**src/rtl/key_input_conditioner.sv**
```systemverilog
// Key front-end: two-flop synchroniser and per-key debounce, producing press/release pulses
// and auto-repeat pulses for held keys. All outputs are registered in the prog_clk domain.
module key_input_conditioner #(
  parameter int unsigned         N_KEYS          = 8,
  parameter int unsigned         DEBOUNCE_CYCLES = 100000,
  parameter int unsigned         REPEAT_DELAY    = 5000000,
  parameter int unsigned         REPEAT_PERIOD   = 1000000,
  parameter logic [N_KEYS-1:0]   REPEAT_MASK     = 8'h0F
) (
  input  logic              prog_clk,
  input  logic              rst,
  input  logic [N_KEYS-1:0] raw_keys,
  output logic [N_KEYS-1:0] keys_stable,
  output logic [N_KEYS-1:0] key_press,
  output logic [N_KEYS-1:0] key_release,
  output logic [N_KEYS-1:0] key_repeat,
  output logic [N_KEYS-1:0] key_event
);

  localparam int unsigned RepMax = (REPEAT_DELAY > REPEAT_PERIOD) ? REPEAT_DELAY : REPEAT_PERIOD;
  localparam int unsigned DbW    = $clog2(DEBOUNCE_CYCLES + 1);
  localparam int unsigned RepW   = $clog2(RepMax + 1);

  localparam logic [DbW-1:0]  DbLast        = DbW'(DEBOUNCE_CYCLES - 1);
  localparam logic [RepW-1:0] RepDelayLast  = RepW'(REPEAT_DELAY - 1);
  localparam logic [RepW-1:0] RepPeriodLast = RepW'(REPEAT_PERIOD - 1);

  typedef enum logic {PhDelay, PhPeriod} phase_e;

  logic [N_KEYS-1:0] sync1_q, sync2_q;
  logic [N_KEYS-1:0] stable_q, stable_d;
  logic [N_KEYS-1:0] press_q, press_d;
  logic [N_KEYS-1:0] release_q, release_d;
  logic [N_KEYS-1:0] repeat_q, repeat_d;
  logic [N_KEYS-1:0] event_q, event_d;

  logic [DbW-1:0]  db_cnt_q  [N_KEYS];
  logic [DbW-1:0]  db_cnt_d  [N_KEYS];
  logic [RepW-1:0] rep_cnt_q [N_KEYS];
  logic [RepW-1:0] rep_cnt_d [N_KEYS];
  phase_e          phase_q   [N_KEYS];
  phase_e          phase_d   [N_KEYS];

  always_comb begin
    stable_d  = stable_q;
    press_d   = '0;
    release_d = '0;
    repeat_d  = '0;
    for (int i = 0; i < int'(N_KEYS); i++) begin
      db_cnt_d[i]  = db_cnt_q[i];
      rep_cnt_d[i] = rep_cnt_q[i];
      phase_d[i]   = phase_q[i];

      if (sync2_q[i] == stable_q[i]) begin
        db_cnt_d[i] = '0;
      end else if (db_cnt_q[i] == DbLast) begin
        stable_d[i]  = sync2_q[i];
        db_cnt_d[i]  = '0;
        press_d[i]   = sync2_q[i];
        release_d[i] = ~sync2_q[i];
      end else begin
        db_cnt_d[i] = db_cnt_q[i] + 1'b1;
      end

      // A stable update (press or release) restarts the repeat timer, which also keeps a
      // release pulse and a repeat pulse off the same edge.
      if (!REPEAT_MASK[i] || press_d[i] || release_d[i] || !stable_q[i]) begin
        rep_cnt_d[i] = '0;
        phase_d[i]   = PhDelay;
      end else if (phase_q[i] == PhDelay && rep_cnt_q[i] == RepDelayLast) begin
        repeat_d[i]  = 1'b1;
        rep_cnt_d[i] = '0;
        phase_d[i]   = PhPeriod;
      end else if (phase_q[i] == PhPeriod && rep_cnt_q[i] == RepPeriodLast) begin
        repeat_d[i]  = 1'b1;
        rep_cnt_d[i] = '0;
      end else begin
        rep_cnt_d[i] = rep_cnt_q[i] + 1'b1;
      end
    end
    event_d = press_d | repeat_d;
  end

  always_ff @(posedge prog_clk) begin
    if (rst) begin
      sync1_q   <= '0;
      sync2_q   <= '0;
      stable_q  <= '0;
      press_q   <= '0;
      release_q <= '0;
      repeat_q  <= '0;
      event_q   <= '0;
      for (int i = 0; i < int'(N_KEYS); i++) begin
        db_cnt_q[i]  <= '0;
        rep_cnt_q[i] <= '0;
        phase_q[i]   <= PhDelay;
      end
    end else begin
      sync1_q   <= raw_keys;
      sync2_q   <= sync1_q;
      stable_q  <= stable_d;
      press_q   <= press_d;
      release_q <= release_d;
      repeat_q  <= repeat_d;
      event_q   <= event_d;
      for (int i = 0; i < int'(N_KEYS); i++) begin
        db_cnt_q[i]  <= db_cnt_d[i];
        rep_cnt_q[i] <= rep_cnt_d[i];
        phase_q[i]   <= phase_d[i];
      end
    end
  end

  assign keys_stable = stable_q;
  assign key_press   = press_q;
  assign key_release = release_q;
  assign key_repeat  = repeat_q;
  assign key_event   = event_q;

endmodule

```
**config.mk**
```make
export PLATFORM = sky130hd
export DESIGN_NAME = key_input_conditioner
export DESIGN_NICKNAME = d
export VERILOG_FILES = /design/src/rtl/key_input_conditioner.sv
export SDC_FILE = /design/constraint.sdc
export NUM_CORES = 1
export LEC_CHECK = 0
export ABC_AREA = 1
export BUFFER_PORTS_ARGS = -buffer_cell sky130_fd_sc_hd__buf_4
export CORE_MARGIN = 2
export CORE_UTILIZATION = 55
export DETAILED_ROUTE_END_ITERATION = 10
export PLACE_DENSITY = 0.72
export SYNTH_ARGS = -nofsm -noshare
export SYNTH_HDL_FRONTEND = slang
export SYNTH_SLANG_ARGS = --single-unit
```
**constraint.sdc**
```tcl
create_clock -name prog_clk -period 1.64 [get_ports prog_clk]
set_input_delay 0.328 -clock prog_clk [delete_from_list [all_inputs] [get_ports prog_clk]]
set_output_delay 0.328 -clock prog_clk [all_outputs]
set_load 0.01 [all_outputs]
```
### After elaboration in Yosys (flattened, before gate mapping)

Memories as Yosys holds them, arrays and structs flattened.
Index checks and enable logic that the tools add are counted.

* reduce and logical (&&, ||, !) cells: 32
* bitwise operators: 49
* add/subtract/negate cells: 12
* equal/unequal tests: 24
* muxes and demuxes: 99

Operators by type and width (number)
* $mux 23: 20
* $mux 17: 24
* $add 17x1->17 const B: 8
* $eq 17x17->1 const B: 8
* $add 23x1->23 const B: 4
* $eq 23x20->1 const B: 4
* $eq 23x23->1 const B: 4
* $mux 1: 55
* $not 1->1: 24
* $or 1x1->1: 24
* $reduce_and 2->1: 8
* $reduce_or 3->1: 4
* $eq 1x1->1: 8
* $logic_and 1x1->1: 8
* $logic_or 1x1->1: 8
* $or 8x4->8: 1
* $logic_not 1->1: 4

* output and inout bits: 40
* word-level logic and storage cells: 238
* RAM bits: 328
* memories kept: 3
* register bits after elaboration: 56

Memories
* rep_cnt_q: depth 8, width 23, read ports 4, clocked after memory_dff 0, wr ports 8, RTL line 39 `logic [RepW-1:0] rep_cnt_q [N_KEYS];`
* db_cnt_q: depth 8, width 17, read ports 8, clocked after memory_dff 0, wr ports 8, RTL line 37 `logic [DbW-1:0] db_cnt_q [N_KEYS];`
* phase_q: depth 8, width 1, read ports 4, clocked after memory_dff 0, wr ports 8, RTL line 41 `phase_e phase_q [N_KEYS];`

### Depth between registers and ports, before layout

Gate-level depths: netlist of the first run.
An unclocked memory read counts as a cell.

* depth after elaboration: 8
* gate-level depth with buffers: 11
* depth with buffers taken out: 10

### Least setup slack after synthesis of the first run

No wires, ideal clock.

* path type: reg-to-reg
* start: memory rep_cnt_q[0][69] (netlist name)
* end: memory rep_cnt_q[0][82] (netlist name)
* path slack: 0.196 ns
* cell stages (with the launch flop): 10
* setup time: 0.116 ns
* arrival: 1.328 ns
* path buffers: 1
* required time: 1.524 ns
* clock period less this slack: 1.444 ns
* cells stage by stage: dfxtp_1 > ha_1 > nand3_2 > nor2_1 > nand3_1 > nand2_1 > nand2_2 > nand2_4 > buf_6 > nor2_2

RTL lines (RTL line)
* start, declared: 39

==> results of run 1 <==
## sequential cells by signal, indices dropped and copies added, names as in the netlist, 8 cells and up
signal / flops
db_cnt_q: 136
rep_cnt_q: 92
key_press: 8
key_release: 8
keys_stable: 8
sync1_q: 8
sync2_q: 8
## timing repair
item / 4_1_cts / 5_1_grt
pin swaps: 0 / 17
gates cloned: 0 / 5
setup endpoints to repair: 21 / 185
gates resized for setup: 2 / 58
setup buffers: 0 / 8
hold endpoints to repair: 8 / 0
hold buffers: 8 / 0
## worst max-delay path, cell delays in order (launching register included)
cell and delay, ps:
dfxtp_2 330, ha_1 210, nand2_1 120, nor2_2 70, nand3_2 100, nor2_4 60, a21boi_4 300, nand2_8 160
nor2_2 110
## cell type report
type | instances | area share, %
multi-input cells | 1305 | 43.9
flip-flops and latches | 280 | 36.0
inverters | 253 | 6.09
clock buffers | 44 | 5.80
repair buffers | 93 | 4.93
well taps | 319 | 2.56
clock inverters | 10 | 0.674
repair inverters | 1 | 0.0481
## cells in the final DEF, fill, tap and decap left out, drive strengths merged, types with 24 or more instances in the layout
cell type	n
nor2	433
o21ai	24
nor3	57
a21oi	53
xor2	87
nand4	52
dfxtp	280
clkbuf	44
inv	253
nand3	125
nand2	388
buf	85
xnor2	33
## layer usage
layer / GRT usage (%) / vias to the layer above / routed length (µm)
li1: - / 6001 / -
met1: 26.3 / 4963 / 12400
met2: 33.6 / 146 / 12000
met3: 2.68 / 39 / 861
met4: 4.88 / 0 / 451
met5: 0 / - / 0
## power by group
| group | leakage, nW | total, W | switching [W] | internal [W] |
|---|---|---|---|---|
| sequential | 2.26 | 0.00684 | 0.0000147 | 0.00683 |
| combinational | 2.81 | 0.000158 | 0.0000897 | 0.0000680 |
| clock | 0.497 | 0.00675 | 0.00264 | 0.00410 |
| total | 5.57 | 0.0137 | 0.00275 | 0.0110 |
## path summary, 6_finish.rpt
| path | startpoint | depth (start not counted) | slack (ps) | endpoint |
|---|---|---|---|---|
| hold / removal | rst | 2 | 70 | sync2_q[0]$_SDFF_PP0_ |
| hold reg to reg | sync1_q[6]$_SDFF_PP0_ | 2 | 400 | sync2_q[6]$_SDFF_PP0_ |
| setup reg to reg | db_cnt_q[0][51]$_SDFF_PP0_ | 8 | 110 | rep_cnt_q[0][84]$_SDFF_PP0_ |
| setup / recovery | db_cnt_q[0][51]$_SDFF_PP0_ | 8 | 110 | rep_cnt_q[0][84]$_SDFF_PP0_ |
## cells by family after synthesis
family                     synth area share [%]
and+or+nand+nor                            36.0
buffers and inverters                      9.09
DFF                                        42.0
xor gates and xnor gates                   7.88
AOI/OAI and AO/OA                          3.89
adders and majority gates                  1.13
other                                    0.0281
## stage by stage
step / setup slack (ps) / utilization, % / TNS [ps]
after floorplan: 196 / - / 0
after global placement: 58.8 / 59.7 / 0
after detailed placement: -19.8 / 59.7 / -129
after CTS: 38.1 / 64.4 / 0
after global routing: -14.8 / 66.0 / -37.0
final: 107 / 66.0 / 0
==> impl_metrics.json, run 1 <==
{
  "power.density_nw_per_um2": 881,
  "cp-end-kind": "register",
  "numCtsBuffers": 30,
  "synthCells": 1859,
  "grt_antenna_before_repair": 0,
  "yosys_warnings": 0,
  "clk_pin_slew_ps": 60,
  "p_leak_nw": 5.57,
  "synthDistinctLibCells": 43,
  "synth.area.top_cells": "dfxtp_1 42%, nor2_1 11%, nand2_1 10%",
  "cp.arrival_ps": 2010,
  "worstSkewPairLatency_ps": 540,
  "post-route-period-util_pct": 93.5,
  "dp_hpwl_um": 18200,
  "drt-pass1-iter-count": 5,
  "drive_gt1_share_pct": 14.6,
  "grt_max_degree": 24,
  "drtIter0Drc": 591,
  "worstPathRequired_ps": 2110,
  "core_area_um2": 23600,
  "fin_nets": 1986,
  "synth_enable_flop_cells": 0,
  "dieArea_um2": 25500,
  "post-place-cells": 2230,
  "place_area_um2": 14100,
  "die_w_um": 160,
  "cts_tree": "yes",
  "clkSinkCount": 280,
  "clockRootBuffer": "clkbuf_16",
  "area.sequential_um2": 5610,
  "finalWeightedCongestion": 0.860,
  "relSlewSlack_pct": 66.7,
  "ys_top_cells_by_count": "376 x nor2_1, 365 x nand2_1, 280 x dfxtp_1, 245 x inv_1, 117 x nand3_1",
  "synth_top_area_share_pct": 42.0,
  "finalInstanceArea_um2": 15600,
  "yosys_most_used_dff": "dfxtp_1",
  "antennaDiodeCount": 0,
  "start_util_pct": 56.5,
  "maxSlewViolCount": 0,
  "finalWirelength_um": 25700,
  "worstSetupPathType": "register to register",
  "grt_pass1_vias": 10279,
  "final_cells": 2305,
  "grtUsageTotal_pct": 19.7,
  "io_pins": 50,
  "fillers": 2033,
  "hold_slack_ps": 65.2,
  "synth_most_common_cell": "nor2_1",
  "grt_pass1_wl_um": 44300,
  "start_kind": "register",
  "vias": 11149,
  "setup_violations": 0,
  "hold_class": "input pin to register",
  "overflow": 0,
  "layout_min_cycle_time_ps": 1530,
  "clockBufferDepth": 3,
  "wl_per_cell_um": 11.2,
  "hold_viol_final": 0,
  "die_y_um": 160,
  "syn_area_um2": 13300,
  "power_w": 0.0137,
  "synth_area_leader_cell": "dfxtp_1",
  "vdd_drop_max_mv": 0.654,
  "crit_fanout": 11,
  "tightest_slew_ps": 496,
  "fp-row-count": 56,
  "multi_input_area_um2": 6850,
  "cap_violations": 0,
  "skew_ps": 9.14,
  "status": "complete, no violations",
  "avgSynthCellArea_um2": 7.18,
  "ys_ff_latch": 280,
  "portBuffers": 45,
  "fmax_mhz": 652,
  "ys_seq_area_share_pct": 42.0,
  "ant_nets": 0,
  "area_growth_pct": 16.9,
  "drc": 0,
  "ys_async_sr_fraction_pct": 0,
  "h-tree-depth": 1,
  "vias_per_cell": 4.84
}
No activity file was read; power rests on OpenSTA's default activity.
==> run 2: changes to the inputs <==
--- a/config.mk
+++ b/config.mk
@@ -5,12 +5,11 @@
 export SDC_FILE = /design/constraint.sdc
 export NUM_CORES = 1
 export LEC_CHECK = 0
-export ABC_AREA = 1
 export BUFFER_PORTS_ARGS = -buffer_cell sky130_fd_sc_hd__buf_4
 export CORE_MARGIN = 2
 export CORE_UTILIZATION = 55
 export DETAILED_ROUTE_END_ITERATION = 10
-export PLACE_DENSITY = 0.72
+export PLACE_DENSITY = 0.68
 export SYNTH_ARGS = -nofsm -noshare
 export SYNTH_HDL_FRONTEND = slang
 export SYNTH_SLANG_ARGS = --single-unit
==> run 2 against run 1 <==
Effect of this change: the flow now finishes with violations (negative setup slack); combinational power increased by 22%; sequential share of layout area is 3.9 points lower; clock power up 14%; register-to-register slack worse by 410 ps; power up 7.1%; routed wire length is 18% higher; setup slack got worse by 410 ps; cell area increased by 14%; critical path depth shrank 3; non-clock buffer count rose by 245; utilization increased by 15 points; final cell count is 13% lower; largest cell class unchanged.
==> impl_metrics.json, run 2 <==
{
  "dp_hpwl_um": 19100,
  "finalInstanceArea_um2": 17800,
  "worstPathRequired_ps": 2070,
  "layout_common_cells": "291 x buf_4, 209 x dfxtp_1, 120 x nor2_1",
  "hold_class": "input pin to register",
  "worstSkewPairLatency_ps": 550,
  "hold_viol_final": 0,
  "power.density_nw_per_um2": 826,
  "grt_max_degree": 44,
  "cts_tree": "yes",
  "fp-row-count": 54,
  "vias_per_cell": 5.65,
  "die_y_um": 154,
  "overflow": 0,
  "avgSynthCellArea_um2": 8.96,
  "fin_nets": 1719,
  "status": "finished with violations",
  "clkSinkCount": 280,
  "clk_pin_slew_ps": 60,
  "start_util_pct": 56.4,
  "drc": 0,
  "cp.arrival_ps": 2370,
  "finalWeightedCongestion": 0.849,
  "io_pins": 50,
  "core_area_um2": 22000,
  "layout_min_cycle_time_ps": 1940,
  "place_area_um2": 15200,
  "drt-pass1-iter-count": 5,
  "ys_async_sr_fraction_pct": 0,
  "fin_ws_ps": -304,
  "antennaDiodeCount": 0,
  "synth_top_area_share_pct": 45.1,
  "numCtsBuffers": 29,
  "cp-end-kind": "register",
  "post-place-cells": 1900,
  "drtIter0Drc": 614,
  "crit_fanout": 7,
  "grt_pass1_vias": 10700,
  "hold_slack_ps": 75.3,
  "portBuffers": 45,
  "clockRootBuffer": "clkbuf_16",
  "yosys_warnings": 0,
  "vias": 11293,
  "grtUsageTotal_pct": 23.6,
  "synthDistinctLibCells": 63,
  "grt_pass1_wl_um": 48600,
  "die_w_um": 154,
  "grt_antenna_before_repair": 0,
  "vdd_drop_max_mv": 0.850,
  "final_common_cell": "buf_4",
  "slowest_stage": "or4_4",
  "h-tree-depth": 1,
  "wl_per_cell_um": 15.2,
  "dp_slack_ps": -389,
  "post-route-period-util_pct": 119,
  "p_leak_nw": 6.05,
  "top_register": "db_cnt_q",
  "synth_most_common_cell": "dfxtp_1",
  "fmax_mhz": 514,
  "synthCells": 1387,
  "ys_top_cells_by_count": "280 x dfxtp_1, 139 x nor2_1, 82 x nand2_1, 74 x xor2_1, 73 x nand3_1",
  "start_kind": "register",
  "largest_reg_flops": 136,
  "final_util_pct": 80.9,
  "critPathMaxStageDelay_ps": 550,
  "top_regs": "db_cnt_q: 136 flops, rep_cnt_q: 92 flops",
  "drive_gt1_share_pct": 37.6,
  "cap_violations": 0,
  "ant_nets": 0,
  "synth_area_leader_cell": "dfxtp_1",
  "grt_setup_unrepaired": "true",
  "synth_enable_flop_cells": 0,
  "final_cells": 2000,
  "reg2reg_slack_ps": -300,
  "skew_ps": 13.9,
  "yosys_most_used_dff": "dfxtp_1",
  "setup_violations": 117,
  "violations": "negative setup slack",
  "maxSlewViolCount": 0,
  "cp_cell_sequence": "ha_4 > nand2_2 > or4_4 > or4_1 > a211oi_1",
  "synth.area.top_cells": "dfxtp_1 45%, xor2_1 5.2%, xnor2_1 4.9%",
  "clockBufferDepth": 3,
  "area_growth_pct": 43.4,
  "worstSetupPathType": "register to register",
  "dieArea_um2": 23800,
  "ys_seq_area_share_pct": 45.1,
  "syn_area_um2": 12400,
  "finalWirelength_um": 30400,
  "ys_ff_latch": 280
}
==> run 2: changes by cell type after synthesis, sizes merged, moves of 32 or more <==
cell    previous run  this run
nor4               1        40
or4                0        32
nand2            384        82
xnor2             33        70
nor2             433       139
or3                0        52
nand3            125        74
inv              253        30
clkbuf             1        42
==> run 2: path summary, 6_finish.rpt <==
kind              cells past startpoint                       start                     endpoint
setup / recovery                      5  rep_cnt_q[0][1]$_SDFF_PP0_  rep_cnt_q[0][22]$_SDFF_PP0_
hold / removal                        2                 raw_keys[0]        sync1_q[0]$_SDFF_PP0_
setup reg to reg                      5  rep_cnt_q[0][1]$_SDFF_PP0_  rep_cnt_q[0][22]$_SDFF_PP0_
hold reg to reg                       1   db_cnt_q[0][0]$_SDFF_PP0_    db_cnt_q[0][0]$_SDFF_PP0_
==> run 2: area by class of cell <==
| cell class | count | area [µm²] |
|---|---|---|
| clock buffer | 39 | 833 |
| clock inverter | 15 | 308 |
| fill | 1391 | 4210 |
| inverter | 30 | 116 |
| multi-input combinational | 1017 | 7600 |
| sequential | 280 | 5710 |
| tap | 280 | 350 |
| timing repair buffer | 338 | 2880 |
| timing repair inverter | 1 | 7.51 |
==> run 2: metal layers <==
layer | up-vias | part of all wire [%] | GRT usage, %
li1 | 5694 | - | -
met1 | 5367 | 45 | 30.7
met2 | 171 | 49 | 42.0
met3 | 61 | 3.2 | 2.97
met4 | 0 | 2.2 | 5.51
met5 | - | 0 | 0
==> run 2: stage by stage <==
stage	TNS (ps)	power, W
after global placement	-14230	0.00714
after global routing	-24980	0.0151
final	-17470	0.0147
after detailed placement	-18420	0.00714
after CTS	-14290	0.0148
after floorplan	-18720	0.00708
==> run 2: power by group <==
part	internal (W)	switching, W	total, W	leakage [nW]
clock	0.00497	0.00273	0.00770	0.563
sequential	0.00681	0.0000173	0.00683	2.30
combinational	0.0000854	0.000107	0.000192	3.19
total	0.0119	0.00285	0.0147	6.05
==> run 2: repair_timing <==
item                       in CTS  in global routing
pin swaps                      46                 67
gates cloned                    3                  5
hold endpoints to repair        7                  0
setup endpoints to repair     142                176
buffers inserted               11                 22
hold buffers                    7                  0
resized for setup              77                186
==> run 2: cell families (layout without fill, tap and decap cells) <==
| group | count (synthesis) | count (layout) | synth area share (%) |
|---|---|---|---|
| and+or+nand+nor | 689 | 690 | 31.1 |
| DFF | 280 | 280 | 45.1 |
| AOI/OAI and AO/OA | 163 | 163 | 8.76 |
| xor gates and xnor gates | 144 | 144 | 10.2 |
| buffers and inverters | 94 | 423 | 3.30 |
| adders and majority gates | 12 | 12 | 1.21 |
| muxes | 4 | 4 | 0.332 |
| other | 1 | 4 | 0.0302 |
==> run 2: worst max-delay path, delay by kind of cell (launching register included) <==
family | cells | cell delay (ps)
DFF | 1 | 350
and+or+nand+nor | 3 | 1040
adders and majority gates | 1 | 140
AOI/OAI and AO/OA | 1 | 300
